<file path="config.mk">
export PLATFORM = sky130hd
export DESIGN_NAME = pc_sequencer
export DESIGN_NICKNAME = d
export VERILOG_FILES = /design/src/rtl/pc_sequencer.sv
export SDC_FILE = /design/constraint.sdc
export NUM_CORES = 1
export LEC_CHECK = 0
export ABC_AREA = 1
export BUFFER_PORTS_ARGS = -buffer_cell sky130_fd_sc_hd__clkbuf_2
export CORE_ASPECT_RATIO = 0.9
export CORE_UTILIZATION = 49
export CTS_BUF_LIST = sky130_fd_sc_hd__clkbuf_16
export CTS_CLUSTER_SIZE = 30
export DETAILED_ROUTE_END_ITERATION = 10
export PLACE_DENSITY = 0.75
export SLEW_MARGIN = 20
export SYNTH_ARGS = -nofsm -noshare
export SYNTH_HDL_FRONTEND = slang
export SYNTH_SLANG_ARGS = --single-unit
export TNS_END_PERCENT = 10
</file>
<file path="constraint.sdc">
create_clock -name clk -period 3 [get_ports clk]
set_input_delay 0.3 -clock clk [delete_from_list [all_inputs] [get_ports clk]]
set_output_delay 0.3 -clock clk [all_outputs]
set_load 0.005 [all_outputs]
</file>
<file path="src/rtl/pc_sequencer.sv">
// -----------------------------------------------------------------------------
// pc_sequencer
//
// Program-counter sequencer for the MIPS core. It holds the PC register and
// picks the next PC from the sequential, branch, jump and jump-register
// sources. A blocking syscall parks the core in HALT until the operator gives
// a fresh rising edge on Go. Retired-instruction, RUN-cycle and
// control-transfer counters are kept for the board display.
//
// Parameters
//   ADDR_W    : PC width (jump-field arithmetic keeps pc_plus_4[ADDR_W-1:28])
//   RESET_PC  : PC value loaded on reset
//   PASS_CODE : syscall service code that does not halt
//   CNT_W     : width of each statistics counter
//
// Ports
//   clk          in   single clock, rising edge
//   rst          in   synchronous active-high reset
//   stall        in   external hold; freezes PC, FSM and retire counting in RUN
//   Syscall      in   current instruction is syscall
//   R1_out       in   syscall service code ($v0)
//   Go           in   operator resume button (level)
//   branch_taken in   conditional branch resolved taken
//   ext18        in   sign-extended, <<2 branch offset
//   Jmp          in   j / jal
//   instr_index  in   26-bit jump target field
//   Jr           in   jr / jalr
//   jr_addr      in   register jump target
//   pc           out  current PC
//   pc_plus_4    out  pc + 4 (combinational, link value)
//   halted       out  FSM is in HALT
//   misalign     out  sticky: a misaligned jr target was taken
//   cycle_cnt    out  cycles spent in RUN (stalled or not)
//   retired_cnt  out  PC advances (retired instructions)
//   xfer_cnt     out  taken branches, jumps and jr
// -----------------------------------------------------------------------------
module pc_sequencer #(
    parameter int unsigned       ADDR_W    = 32,
    parameter logic [ADDR_W-1:0] RESET_PC  = '0,
    parameter logic [31:0]       PASS_CODE = 32'h0000_0022,
    parameter int unsigned       CNT_W     = 32
) (
    input  logic              clk,
    input  logic              rst,
    input  logic              stall,
    input  logic              Syscall,
    input  logic [31:0]       R1_out,
    input  logic              Go,
    input  logic              branch_taken,
    input  logic [ADDR_W-1:0] ext18,
    input  logic              Jmp,
    input  logic [25:0]       instr_index,
    input  logic              Jr,
    input  logic [ADDR_W-1:0] jr_addr,
    output logic [ADDR_W-1:0] pc,
    output logic [ADDR_W-1:0] pc_plus_4,
    output logic              halted,
    output logic              misalign,
    output logic [CNT_W-1:0]  cycle_cnt,
    output logic [CNT_W-1:0]  retired_cnt,
    output logic [CNT_W-1:0]  xfer_cnt
);

    typedef enum logic {
        ST_RUN  = 1'b0,
        ST_HALT = 1'b1
    } state_t;

    // A jump keeps only the PC bits above the 28-bit region addressed by
    // {instr_index, 2'b00}.
    localparam logic [ADDR_W-1:0] JMP_KEEP_MASK = ~ADDR_W'(28'hFFF_FFFF);

    state_t            state_q;
    logic [ADDR_W-1:0] pc_q;
    logic              go_q;
    logic              misalign_q;
    logic [CNT_W-1:0]  cycle_q;
    logic [CNT_W-1:0]  retired_q;
    logic [CNT_W-1:0]  xfer_q;

    logic [ADDR_W-1:0] pc_plus_4_w;
    logic [ADDR_W-1:0] jmp_target;
    logic [ADDR_W-1:0] jr_target;
    logic [ADDR_W-1:0] next_pc_d;
    logic              jr_misaligned;
    logic              blocking_sys;
    logic              go_rise;
    logic              xfer_taken;

    assign pc_plus_4_w   = pc_q + ADDR_W'(4);
    assign jmp_target    = (pc_plus_4_w & JMP_KEEP_MASK) | ADDR_W'({instr_index, 2'b00});
    assign jr_target     = {jr_addr[ADDR_W-1:2], 2'b00};
    assign jr_misaligned = |jr_addr[1:0];
    assign blocking_sys  = Syscall && (R1_out != PASS_CODE);
    // Release needs a fresh low->high edge; a Go already high on entry to
    // HALT, or held high afterwards, never releases.
    assign go_rise       = Go & ~go_q;
    assign xfer_taken    = Jr | Jmp | branch_taken;

    // Fixed priority: jr, then jump, then taken branch, then sequential.
    always_comb begin
        next_pc_d = pc_plus_4_w;
        if (Jr) begin
            next_pc_d = jr_target;
        end else if (Jmp) begin
            next_pc_d = jmp_target;
        end else if (branch_taken) begin
            next_pc_d = pc_plus_4_w + ext18;
        end
    end

    always_ff @(posedge clk) begin
        if (rst) begin
            state_q    <= ST_RUN;
            pc_q       <= RESET_PC;
            go_q       <= 1'b0;
            misalign_q <= 1'b0;
            cycle_q    <= '0;
            retired_q  <= '0;
            xfer_q     <= '0;
        end else begin
            go_q <= Go;
            case (state_q)
                ST_RUN: begin
                    cycle_q <= cycle_q + CNT_W'(1);
                    if (!stall) begin
                        if (blocking_sys) begin
                            // PC stays on the syscall; it retires on release.
                            state_q <= ST_HALT;
                        end else begin
                            pc_q      <= next_pc_d;
                            retired_q <= retired_q + CNT_W'(1);
                            if (xfer_taken) begin
                                xfer_q <= xfer_q + CNT_W'(1);
                            end
                            if (Jr && jr_misaligned) begin
                                misalign_q <= 1'b1;
                            end
                        end
                    end
                end
                ST_HALT: begin
                    // stall is deliberately ignored while halted.
                    if (go_rise) begin
                        pc_q      <= pc_plus_4_w;
                        retired_q <= retired_q + CNT_W'(1);
                        state_q   <= ST_RUN;
                    end
                end
                default: begin
                    state_q <= ST_RUN;
                end
            endcase
        end
    end

    assign pc          = pc_q;
    assign pc_plus_4   = pc_plus_4_w;
    assign halted      = (state_q == ST_HALT);
    assign misalign    = misalign_q;
    assign cycle_cnt   = cycle_q;
    assign retired_cnt = retired_q;
    assign xfer_cnt    = xfer_q;

endmodule
</file>
## Word level (Yosys, flattened, before mapping)

Index checks and enable logic that the tools add are counted.
W data, S select, Z words.

| operators by class | value |
|---|---|
| add/subtract/negate cells | 5 |
| reduce and logical (&&, ||, !) cells | 6 |
| multiplexer cells | 15 |
| eq/ne operators | 4 |
| bitwise logic cells | 8 |

Operator list:

| kind | number |
|---|---|
| $mux W32 | 9 |
| $pmux W32 S2 | 2 |
| $add A32 B1 Y32 const B | 3 |
| $add A32 B3 Y32 const B | 1 |
| $add A32 B32 Y32 | 1 |
| $ne A32 B6 Y1 const B | 1 |
| $or A32 B28 Y32 | 1 |
| $reduce_and A4 Y1 | 2 |
| $ne A2 B2 Y1 const B | 2 |
| $not A1 Y1 | 4 |
| $mux W1 | 3 |
| $reduce_and A3 Y1 | 1 |
| $logic_and A1 B1 Y1 | 2 |
| $ne A2 B1 Y1 const B | 1 |
| $or A1 B1 Y1 | 2 |
| $pmux W1 S2 | 1 |
| $reduce_or A2 Y1 | 1 |
| $and A1 B1 Y1 | 1 |

| word-level totals | value |
|---|---|
| output and inout port bits | 162 |
| flip-flop bits (word level) | 131 |
| word-level logic and storage cells | 45 |
| input bits | 130 |

## Depth between registers and ports, before layout

Gate-level depths: netlist (run 1).

| depth | value |
|---|---|
| word-level depth | 8 |
| mapped depth | 26 |
| mapped depth without buffers | 25 |

## Least setup slack after synthesis (run 1)

OpenSTA, ideal clock, no wires.

| timing | value |
|---|---|
| path type | register -> register |
| start point | register pc_q[2], in the netlist pc[2] |
| end point | register pc_q[27], in the netlist pc[27] |
| arrival | 2697 ps |
| path buffers | 1 |
| required time | 2930 ps |
| clock period less this slack | 2766 ps |
| library setup time | 70 ps |
| setup slack | 234 ps |
| stages on the path, launching flop included | 21 |
| path through | dfxtp_1 ha_1 buf_4 nand2_1 nor2_2 nand2_1 nor2_1 xor2_1 inv_1 ha_1 nand2_1 nor2_1 inv_1 nor2_1 inv_1 o21a_1 nand3_1 nand2_1 o21ai_0 nand2_1 a21oi_1 |

| on the way | value |
|---|---|
| cells in the longest elaborated chain, start to end | 8 |
| elaborated cells between the ends (all ways) | 9 |
| classes of those cells | add/sub: 2; mux: 7 |

Ends and longest elaborated chain:

| element | line | RTL |
|---|---|---|
| from (decl) | 74 | `logic [ADDR_W-1:0] pc_q;` |
| from (signal assigned) | 131 | `pc_q <= next_pc_d;` |
| from (signal assigned) | 145 | `pc_q <= pc_plus_4_w;` |
| $add A32 B3 Y32 | 90 | `assign pc_plus_4_w = pc_q + ADDR_W'(4);` |
| net pc_plus_4[24] | 56 | `output logic [ADDR_W-1:0] pc_plus_4,` |
| $add A32 B32 Y32 | 108 | `next_pc_d = pc_plus_4_w + ext18;` |
| $mux W32 | 107 | `end else if (branch_taken) begin` |
| $mux W32 | 105 | `end else if (Jmp) begin` |
| $mux W32 | 103 | `if (Jr) begin` |
| $mux W32 | 127 | `if (blocking_sys) begin` |
| $mux W32 | 126 | `if (!stall) begin` |
| $pmux W32 S2 | 123 | `case (state_q)` |

The timed path passes the listed nets, and every way through them passes these cells. The select of a mux whose other input is x is not followed.
A chain may end at the register's enable or synchronous reset.

## Worst setup path in the final report (run 1)

| timing | value |
|---|---|
| start point | register pc_q[3], in the netlist pc[3] |
| end point | register pc_q[31], in the netlist pc[31] |

| on the way | value |
|---|---|
| cells in the longest elaborated chain, start to end | 8 |
| elaborated cells between the ends (all ways) | 10 |
| classes of those cells | add/sub: 2; mux: 7; bitwise: 1 |

Ends and longest elaborated chain:

| element | line |
|---|---|
| $add A32 B3 Y32 (*) | 90 |
| $add A32 B32 Y32 | 108 |
| $mux W32 | 107 |
| $mux W32 | 105 |
| $mux W32 | 103 |
| $mux W32 | 127 |
| $mux W32 | 126 |
| $pmux W32 S2 (*) | 123 |

Every way passes the cells marked *; elsewhere a longest branch is shown, timed or not. The select of a mux whose other input is x is not followed.

==> results of run 1 <==
## cell usage in the layout, fill, tap and decap left out, types with 5 or more instances in the layout
cell and instances:
o211ai_1 7, clkbuf_16 17, nor4_1 20, o21ai_1 8, nor3b_1 5, o21ai_0 63
nand2_4 12, ha_4 19, buf_6 6, xnor2_1 24, nor3_1 53, nor2_1 167
a21oi_2 20, nor2_2 33, inv_2 18, clkinv_1 5, nand3_1 64, a21oi_4 5
a21oi_1 159, xor2_1 61, nor2_4 17, dfxtp_1 111, nand4_1 43, clkbuf_2 290
nand3_2 12, nor3_2 5, inv_1 196, buf_4 138, nand2_2 43, or2_2 9
nand2_1 492, dfxtp_2 16, ha_1 23
## report_power, final
part	internal, mW	switching (mW)
logic	0.651	0.994
registers	1.79	0.0595
clock network	1.37	0.809
total	3.81	1.86
## metal layers
metal | vias to the layer above | track usage
met2 | 711 | 0.566
met3 | 143 | 0.0615
met5 | - | 0
li1 | 6615 | -
met4 | 0 | 0.162
met1 | 6286 | 0.471
## kinds of logic after synthesis
logic type      share of synthesized area
compound gates                      0.136
xor+xnor                           0.0742
simple gates                        0.394
fa+ha+maj                          0.0508
flops                               0.244
buf+inv                             0.102
## area by class of cell
type                    count  area (um2)  area share
diodes                      1        2.50    0.000168
inverters                 215         810      0.0543
clock buffers              17         425      0.0286
well taps                 291         364      0.0244
clock inverters            14         173      0.0116
multi-input cells        1400        7890       0.529
repair buffers            436        2580       0.173
flip-flops and latches    131        2660       0.178
## what timing repair did
action / in CTS / in global routing
gates resized for setup: 31 / 213
buffers inserted: 2 / 8
pin swaps: 7 / 66
endpoints found under the setup margin: 13 / 23
## through the flow
step	total power, mW	area [um2]
floorplan	2.62	10700
global placement	3.25	13300
finish	5.68	14900
CTS	5.44	14000
detailed placement	3.26	13300
global route	5.89	14900
## worst max path at each step
| stage | endpoint | depth (start not counted) | start | slack (ns) |
|---|---|---|---|---|
| after floorplan | pc[27] | 20 | pc[2] | 0.23 |
| after global placement | pc[27] | 20 | pc[16] | -0.20 |
| after detailed placement | pc[27] | 20 | pc[16] | -0.21 |
| after CTS | pc[26] | 19 | pc[5] | -0.03 |
| after global routing | pc[31] | 24 | pc[3] | -0.18 |
| final | pc[31] | 24 | pc[3] | -0.04 |
## flip-flops by register name (all words and copies together) (netlist names)
register and count:
cycle_cnt 32, pc 32, retired_cnt 32, misalign 1, halted 1, xfer_cnt 32
go_q 1
## critical path, cell delays in order (launching register included)
cell	delay, ns
dfxtp_4	0.38
ha_4	0.15
nand2_2	0.07
nor2_4	0.20
buf_6	0.13
buf_4	0.11
nand4_1	0.15
xor2_1	0.24
inv_2	0.09
ha_4	0.29
nand2_4	0.07
nor3_2	0.18
buf_4	0.16
nand2_4	0.05
inv_2	0.04
nand2_1	0.05
nand2_2	0.08
inv_1	0.04
nand2_1	0.05
nand2_1	0.05
nand3_1	0.06
nand2_1	0.06
nand2_1	0.06
nand2_1	0.06
a21oi_1	0.14
==> run_results.csv, run 1 <==
group,metric,value,unit
yosys,syn-cell-area,10700,um2
yosys,synth_top_area_cell,"dfxtp_1",
die,core_area,21600,um2
critical_path,crit_required,3.34,ns
outcome,outcome,"finished, violations left",
worst_hold_path,hold_path.startpoint,"Go",
yosys,synth_cells,1804,
sta,maxSlewViolCount,0,
critical_path,criticalPathCategory,"flop to flop",
grt,grt_overflow_total,0,
critical_path,r2r_cells,24,
detailed_routing,drt_iter0_markers,1357,
detailed_routing,drc_errors,0,
placed_design,io_buffers,291,
yosys,synth_area_leaders,"dfxtp_1, nand2_1, a21oi_1, inv_1, nor2_1",
detailed_routing,viasPerCell,5.49,
detailed_routing,drt-met1-wl,17600,um
grt,grt_max_degree,89,
cells_and_area,area_delta_synth_final,38.7,%
sta,slew_headroom,0.335,
yosys,ys_types,46,
cells_and_area,utilization,0.691,
sta,fin_crit,3.04,ns
clock_network,clock_latency,0.43,ns
critical_path,r2r-start,"pc[3]",
clock_network,tritoncts,"yes",
detailed_routing,drt_wl_total,41800,um
yosys,synth_nets,1977,
grt,track_usage,0.357,
yosys,yosys_warnings,0,
sta,finalClockSkew,0.0144,ns
grt,grt_pass1_vias,12400,
power,p_leak,6.92,nW
cells_and_area,fill_cells,2004,
clock_network,clk_pin_slew,0.07,ns
placed_design,dpl.cell_count,2463,
yosys,ys.flop_type,"dfxtp_1",
sta,fin_crit_sh,1.01,
clock_network,clockBufferDepth,2,
yosys,synthTopCellsByCount,"nand2_1, inv_1, nor2_1",
clock_network,cts_sinks,131,
critical_path,cp_data_arrival_time,3.38,ns
critical_path,rr_endpoint,"pc[31]",
outcome,violations,"setup timing",
die,die_h,142,um
grt,antenna_found_initial,0,
placed_design,dpl_worst_slack,-0.213,ns
die,fp-row-count,51,
die,die_w,158,um
sta,finalSetupViolations,2,
clock_network,cts_hold_buf,0,
clock_network,cts_root_buf,"clkbuf_16",
worst_hold_path,hp-class,"primary input to flop",
critical_path,critPathLaunchType,"flop",
worst_hold_path,holdPathStages,3,
detailed_routing,wl_met2,18700,um
detailed_routing,ant_nets,0,
detailed_routing,dr.pass1.iters,6,
die,die_area,22500,um2
critical_path,crit_path_end_kind,"flop",
worst_hold_path,min_to,"go_q",
sta,rsz0062_at_grt,"yes",
yosys,synth_top_area_frac,0.244,
sta,fmax,329,MHz
placed_design,dp_hpwl,31200,um
cells_and_area,layout-drive-gt1-share,0.314,
power,power_density,381,nW/um2
yosys,synth_edf_count,0,
die,io_pins,292,
critical_path,rrSetupSlack,-0.04,ns
sta,hold_viol,0,
detailed_routing,wl_per_cell,16.7,um
run,maxCapViolations,0,
clock_network,h-tree-depth,4,
cells_and_area,finalNetCount,2374,
yosys,yosysMostFrequentCell,"nand2_1",
detailed_routing,top_layer_used,"met4",
yosys,ys_seq_elements,131,
yosys,yosysSeqAreaShare,0.244,
power,vdd_ir_drop_max,0.000369,V
die,start_util,0.498,
yosys,async_flop_share,0,
yosys,avgSynthCellArea,5.95,um2
sta,fin_ws,-0.0359,ns
sta,tns,-0.0504,ns
critical_path,crit_fanout,4,
clock_network,cts_made_buffers,17,
detailed_routing,wl_met3,3710,um
sta,worst_slew_pin_slew,0.998,ns
sta,fin_hold_ws,0.116,ns
detailed_routing,num_vias,13800,
grt,grt_pass1_wl,62600,um
cells_and_area,layoutNonFillerInstCount,2505,
placed_design,place_congestion,1.01,
Note: power is estimated with default switching activity, not from simulation.
==> inputs of run 2 (changes only) <==
--- a/config.mk
+++ b/config.mk
@@ -6,13 +6,13 @@
 export NUM_CORES = 1
 export LEC_CHECK = 0
 export ABC_AREA = 1
-export BUFFER_PORTS_ARGS = -buffer_cell sky130_fd_sc_hd__clkbuf_2
 export CORE_ASPECT_RATIO = 0.9
 export CORE_UTILIZATION = 49
 export CTS_BUF_LIST = sky130_fd_sc_hd__clkbuf_16
 export CTS_CLUSTER_SIZE = 30
 export DETAILED_ROUTE_END_ITERATION = 10
-export PLACE_DENSITY = 0.75
+export DONT_BUFFER_PORTS = 1
+export RECOVER_POWER = 25
 export SLEW_MARGIN = 20
 export SYNTH_ARGS = -nofsm -noshare
 export SYNTH_HDL_FRONTEND = slang
==> run 2 against run 1 <==
Against the previous run: the run ends with hold timing, setup timing left; non-clock buffer count is 211 lower; clock-buffer cell count is the same; hold slack worse by 0.16 ns; critical path type unchanged; highest routed layer unchanged.
==> run_results.csv, run 2 (synthesized netlist as in run 1, its figures left out) <==
group,metric,value,unit
sta,finalClockSkew,0.0123,ns
placed_design,dpl_worst_slack,-0.254,ns
outcome,outcome,"finished, violations left",
worst_hold_path,holdPathStages,1,
sta,worst_slew_pin_slew,0.863,ns
power,vdd_ir_drop_max,0.000403,V
critical_path,crit_required,3.35,ns
clock_network,cts_root_buf,"clkbuf_16",
grt,grt_pass1_vias,11400,
die,die_w,158,um
sta,finalSetupViolations,2,
sta,rsz0062_at_grt,"yes",
worst_hold_path,hold_path.startpoint,"rst",
die,fp-row-count,51,
placed_design,dpl.cell_count,2182,
critical_path,cp_data_arrival_time,3.36,ns
critical_path,rrSetupSlack,-0.006,ns
detailed_routing,wl_per_cell,17.4,um
critical_path,r2r-start,"pc[2]",
sta,slew_headroom,0.424,
clock_network,clk_pin_slew,0.06,ns
outcome,violations,"hold timing, setup timing",
detailed_routing,dr.pass1.iters,5,
clock_network,cts_sinks,131,
clock_network,cts_hold_buf,76,
grt,grt_max_degree,90,
grt,track_usage,0.347,
detailed_routing,drt_iter0_markers,852,
cells_and_area,final_common_cell,"nand2_1",
placed_design,dp_hpwl,30200,um
worst_hold_path,hp-class,"primary input to flop",
cells_and_area,finalNetCount,2163,
worst_hold_path,min_to,"pc[29]",
die,start_util,0.498,
sta,fmax,333,MHz
die,core_area,21600,um2
grt,grt_overflow_total,0,
die,die_h,142,um
critical_path,crit_path_end_kind,"flop",
power,p_leak,6.14,nW
clock_network,tritoncts,"yes",
clock_network,h-tree-depth,4,
detailed_routing,viasPerCell,5.40,
sta,fin_hold_ws,-0.0398,ns
placed_design,place_congestion,1.00,
cells_and_area,multi_input_area,7700,um2
critical_path,critPathLaunchType,"flop",
sta,hold_viol,11,
cells_and_area,mostFrequentLayoutCells,"nand2_1, inv_1, nor2_1, a21oi_1, buf_4",
clock_network,cts_made_buffers,17,
grt,antenna_found_initial,0,
clock_network,clock_latency,0.42,ns
detailed_routing,ant_nets,0,
sta,fin_ws,-0.00602,ns
critical_path,criticalPathCategory,"flop to flop",
detailed_routing,num_vias,12400,
critical_path,crit_fanout,4,
cells_and_area,regArea,2630,um2
cells_and_area,antenna_cells,0,
cells_and_area,layoutNonFillerInstCount,2293,
critical_path,rr_endpoint,"pc[31]",
run,maxCapViolations,0,
grt,grt_pass1_wl,60100,um
die,io_pins,292,
cells_and_area,layout-drive-gt1-share,0.184,
power,power_density,383,nW/um2
placed_design,io_buffers,0,
sta,fin_crit_sh,1.00,
detailed_routing,drt_wl_total,40000,um
critical_path,r2r_cells,25,
cells_and_area,fill_cells,2117,
detailed_routing,drc_errors,0,
sta,fin_crit,3.01,ns
cells_and_area,area_delta_synth_final,30.1,%
die,die_area,22500,um2
sta,maxSlewViolCount,0,
clock_network,clockBufferDepth,2,
==> run 2: cell types whose count changed in the layout (fill, tap and decap cells not counted), sizes merged <==
cell         delta
clkinvlp        +2
buf             +3
diode           -1
clkinv          +2
clkbuf        -290
bufinv          -1
dlygate4sd3    +76
inv             -3
==> run 2: report_power, final <==
part | internal [mW] | switching (mW) | total, mW
logic | 0.532 | 0.864 | 1.40
registers | 1.79 | 0.0534 | 1.84
clock network | 1.30 | 0.813 | 2.11
==> run 2: per-layer routing <==
metal / vias up / GRT usage / share of wire
met4: 0 / 0.111 / 0.026
met2: 434 / 0.568 / 0.45
li1: 6194 / - / -
met1: 5686 / 0.442 / 0.44
met3: 61 / 0.0923 / 0.084
met5: - / 0 / 0
==> run 2: worst max-delay path by stage <==
stage / startpoint / to / slack [ns] / cells after the start
detailed placement: pc[3] / pc[26] / -0.25 / 21
global route: pc[2] / pc[31] / -0.24 / 25
CTS: pc[3] / pc[26] / -0.02 / 22
finish: pc[2] / pc[31] / -0.006 / 25
global placement: pc[11] / pc[31] / -0.30 / 22
floorplan: pc[2] / pc[27] / 0.23 / 20
==> run 2: timing repair <==
| action | CTS | global route |
|---|---|---|
| pin swaps | 12 | 30 |
| gates resized for setup | 59 | 121 |
| setup buffers | 1 | 3 |
| setup endpoints to repair | 19 | 23 |
| hold endpoints to repair | 87 | 11 |
==> run 2: per-stage QoR <==
stage / cell area [um2] / util / power, mW / hold WS [ns] / setup TNS [ns]
after global routing: 14000 / 0.648 / 5.59 / -0.0347 / -3.26
after CTS: 13500 / 0.626 / 5.24 / -0.0393 / -0.0481
after detailed placement: 11900 / 0.552 / 3.09 / 0.378 / -2.69
final: 14000 / 0.648 / 5.35 / -0.0398 / -0.0115
after floorplan: 10700 / - / 2.62 / 0.407 / 0
after global placement: 11900 / 0.552 / 3.08 / 0.378 / -2.71
==> run 2: critical path: stages, from the launching register on <==
cell	delay, ns
dfxtp_4	0.37
ha_2	0.19
nand2_2	0.07
nor2_4	0.17
buf_6	0.16
nand3_1	0.11
xor2_1	0.18
inv_2	0.08
ha_4	0.27
buf_4	0.11
nand2_1	0.05
nand2_1	0.08
inv_1	0.04
nand2_1	0.15
inv_1	0.08
nand2_2	0.12
inv_2	0.05
nand2_4	0.11
nand2_1	0.06
nand2_1	0.07
nand2_1	0.06
nand3_1	0.08
nand2_1	0.05
nand2_1	0.06
nand2_1	0.05
a21oi_1	0.11
==> run 2: cell type report <==
cell class / instances / area share
timing repair buffer: 225 / 0.135
inverter: 215 / 0.0579
sequential: 131 / 0.188
clock inverter: 14 / 0.0118
tap: 291 / 0.0261
multi-input combinational: 1400 / 0.551
clock buffer: 17 / 0.0304
==> inputs of run 3 (changes only) <==
--- a/config.mk
+++ b/config.mk
@@ -17,4 +17,4 @@
 export SYNTH_ARGS = -nofsm -noshare
 export SYNTH_HDL_FRONTEND = slang
 export SYNTH_SLANG_ARGS = --single-unit
-export TNS_END_PERCENT = 10
+export TNS_END_PERCENT = 30
==> run 3 against run 2 <==
Against the previous run: the flow still finishes with violations (hold timing, setup timing); global-route usage unchanged; non-clock buffer count rose by 2; setup slack worse by 0.0075 ns; sequential share of layout area fell by 0.13 points; sequential cell count unchanged; die area unchanged; cell count is essentially flat; total power is 0.68% higher; clock power hardly changed; routed wire length increased by 0.44%; sequential power about the same; hold slack improved by 0.0081 ns; critical endpoint unchanged; largest cell class unchanged; highest routed layer unchanged.
==> run_results.csv, run 3 (synthesized netlist as in run 1, its figures left out) <==
group,metric,value,unit
clock_network,h-tree-depth,4,
sta,fin_crit,3.01,ns
outcome,violations,"hold timing, setup timing",
sta,hold_viol,11,
critical_path,rrSetupSlack,-0.01,ns
power,vdd_ir_drop_max,0.000405,V
run,maxCapViolations,0,
cells_and_area,finalNetCount,2165,
grt,grt_max_degree,90,
power,p_leak,6.17,nW
sta,fin_crit_sh,1.00,
cells_and_area,mostFrequentLayoutCells,"nand2_1, inv_1, nor2_1, a21oi_1, buf_4",
cells_and_area,antenna_cells,0,
sta,slew_headroom,0.429,
worst_hold_path,min_to,"pc[9]",
grt,antenna_found_initial,0,
worst_hold_path,hp-class,"primary input to flop",
die,die_area,22500,um2
critical_path,r2r-start,"pc[6]",
sta,fin_ws,-0.0135,ns
detailed_routing,top_layer_used,"met4",
die,fp-row-count,51,
detailed_routing,drt_wl_total,40200,um
clock_network,clk_pin_slew,0.06,ns
grt,track_usage,0.347,
critical_path,r2r_cells,25,
cells_and_area,utilization,0.654,
clock_network,cts_made_buffers,17,
detailed_routing,wl_met3,3650,um
cells_and_area,final_common_cell,"nand2_1",
detailed_routing,drt-met1-wl,17400,um
clock_network,cts_hold_buf,76,
grt,grt_pass1_vias,11400,
cells_and_area,layout-drive-gt1-share,0.196,
cells_and_area,layoutNonFillerInstCount,2295,
placed_design,io_buffers,0,
placed_design,dpl.cell_count,2182,
sta,finalSetupViolations,4,
worst_hold_path,holdPathStages,1,
sta,maxSlewViolCount,0,
detailed_routing,dr.pass1.iters,5,
clock_network,clock_latency,0.42,ns
die,io_pins,292,
power,power_density,382,nW/um2
clock_network,cts_root_buf,"clkbuf_16",
critical_path,criticalPathCategory,"flop to flop",
critical_path,rr_endpoint,"pc[31]",
critical_path,crit_path_end_kind,"flop",
critical_path,crit_fanout,4,
sta,rsz0062_at_grt,"yes",
clock_network,tritoncts,"yes",
detailed_routing,wl_per_cell,17.5,um
sta,fmax,332,MHz
critical_path,critPathLaunchType,"flop",
detailed_routing,drc_errors,0,
sta,finalClockSkew,0.0112,ns
placed_design,place_congestion,1.00,
worst_hold_path,hold_path.startpoint,"rst",
detailed_routing,num_vias,12400,
sta,worst_slew_pin_slew,0.856,ns
critical_path,cp_data_arrival_time,3.37,ns
outcome,outcome,"finished, violations left",
die,die_w,158,um
detailed_routing,wl_met2,18200,um
placed_design,dp_hpwl,30200,um
die,core_area,21600,um2
cells_and_area,area_delta_synth_final,31.3,%
die,start_util,0.498,
detailed_routing,ant_nets,0,
detailed_routing,drt_iter0_markers,742,
grt,grt_overflow_total,0,
sta,fin_hold_ws,-0.0317,ns
clock_network,clockBufferDepth,2,
grt,grt_pass1_wl,60100,um
critical_path,crit_required,3.36,ns
clock_network,cts_sinks,131,
die,die_h,142,um
detailed_routing,viasPerCell,5.41,
run 3: worst max path at each step:
stage / depth (start not counted) / startpoint / to / slack, ns
after CTS: 21 / pc[6] / pc[19] / -0.02
after global placement: 22 / pc[11] / pc[31] / -0.30
after floorplan: 20 / pc[2] / pc[27] / 0.23
after global routing: 21 / pc[6] / pc[26] / -0.26
final: 25 / pc[6] / pc[31] / -0.01
after detailed placement: 21 / pc[3] / pc[26] / -0.25
run 3: worst max-delay path, cell delays in order (launching register included):
cell,delay [ns]
dfxtp_2,0.33
buf_4,0.14
nand2_1,0.09
nor2_2,0.07
buf_4,0.14
nand2_2,0.07
inv_1,0.05
or2_2,0.29
nand2_4,0.09
inv_2,0.06
ha_4,0.27
buf_4,0.11
nand2_1,0.08
nor2_2,0.16
nand2_1,0.14
inv_1,0.08
nand2_1,0.08
nand2_4,0.14
nand2_1,0.07
nand2_1,0.08
nand2_1,0.06
nand3_2,0.08
nand2_2,0.05
nand2_1,0.06
nand2_1,0.05
a21oi_1,0.12
run 3: routing by layer:
| metal | up-vias | track usage |
|---|---|---|
| li1 | 6194 | - |
| met1 | 5711 | 0.442 |
| met2 | 458 | 0.568 |
| met3 | 60 | 0.0923 |
| met4 | 0 | 0.111 |
| met5 | - | 0 |
run 3: cell type report:
class                           instances  area, um2
Multi-Input combinational cell       1400       7790
Sequential cell                       131       2640
Clock inverter                         14        165
Tap cell                              291        364
Timing Repair Buffer                  227       1910
Fill cell                            2111       7470
Inverter                              215        811
Clock buffer                           17        425
run 3: repair_timing:
action                                  CTS  global route
cloned                                    0             0
endpoints found under the setup margin   19            23
gates resized for setup                  60           155
hold endpoints to repair                 87            11
setup buffers                             1             5
pin swaps                                13            51
run 3: stage by stage:
stage          hold WS (ns)  cell area [um2]  total power [mW]  setup TNS, ns  setup WS [ns]
2_1_floorplan         0.407            10700              2.62              0          0.234
3_3_place_gp          0.378            11900              3.08          -2.71         -0.304
3_5_place_dp          0.378            11900              3.09          -2.69         -0.254
4_1_cts             -0.0393            13500              5.24        -0.0248        -0.0238
5_1_grt             -0.0629            14100              5.62          -3.69         -0.259
6_report            -0.0317            14100              5.39        -0.0299        -0.0135
run 3: where the power goes:
group | internal, mW | switching [mW] | total, mW
combinational | 0.544 | 0.883 | 1.43
clock | 1.30 | 0.816 | 2.11
sequential | 1.79 | 0.0549 | 1.85
total | 3.63 | 1.75 | 5.39
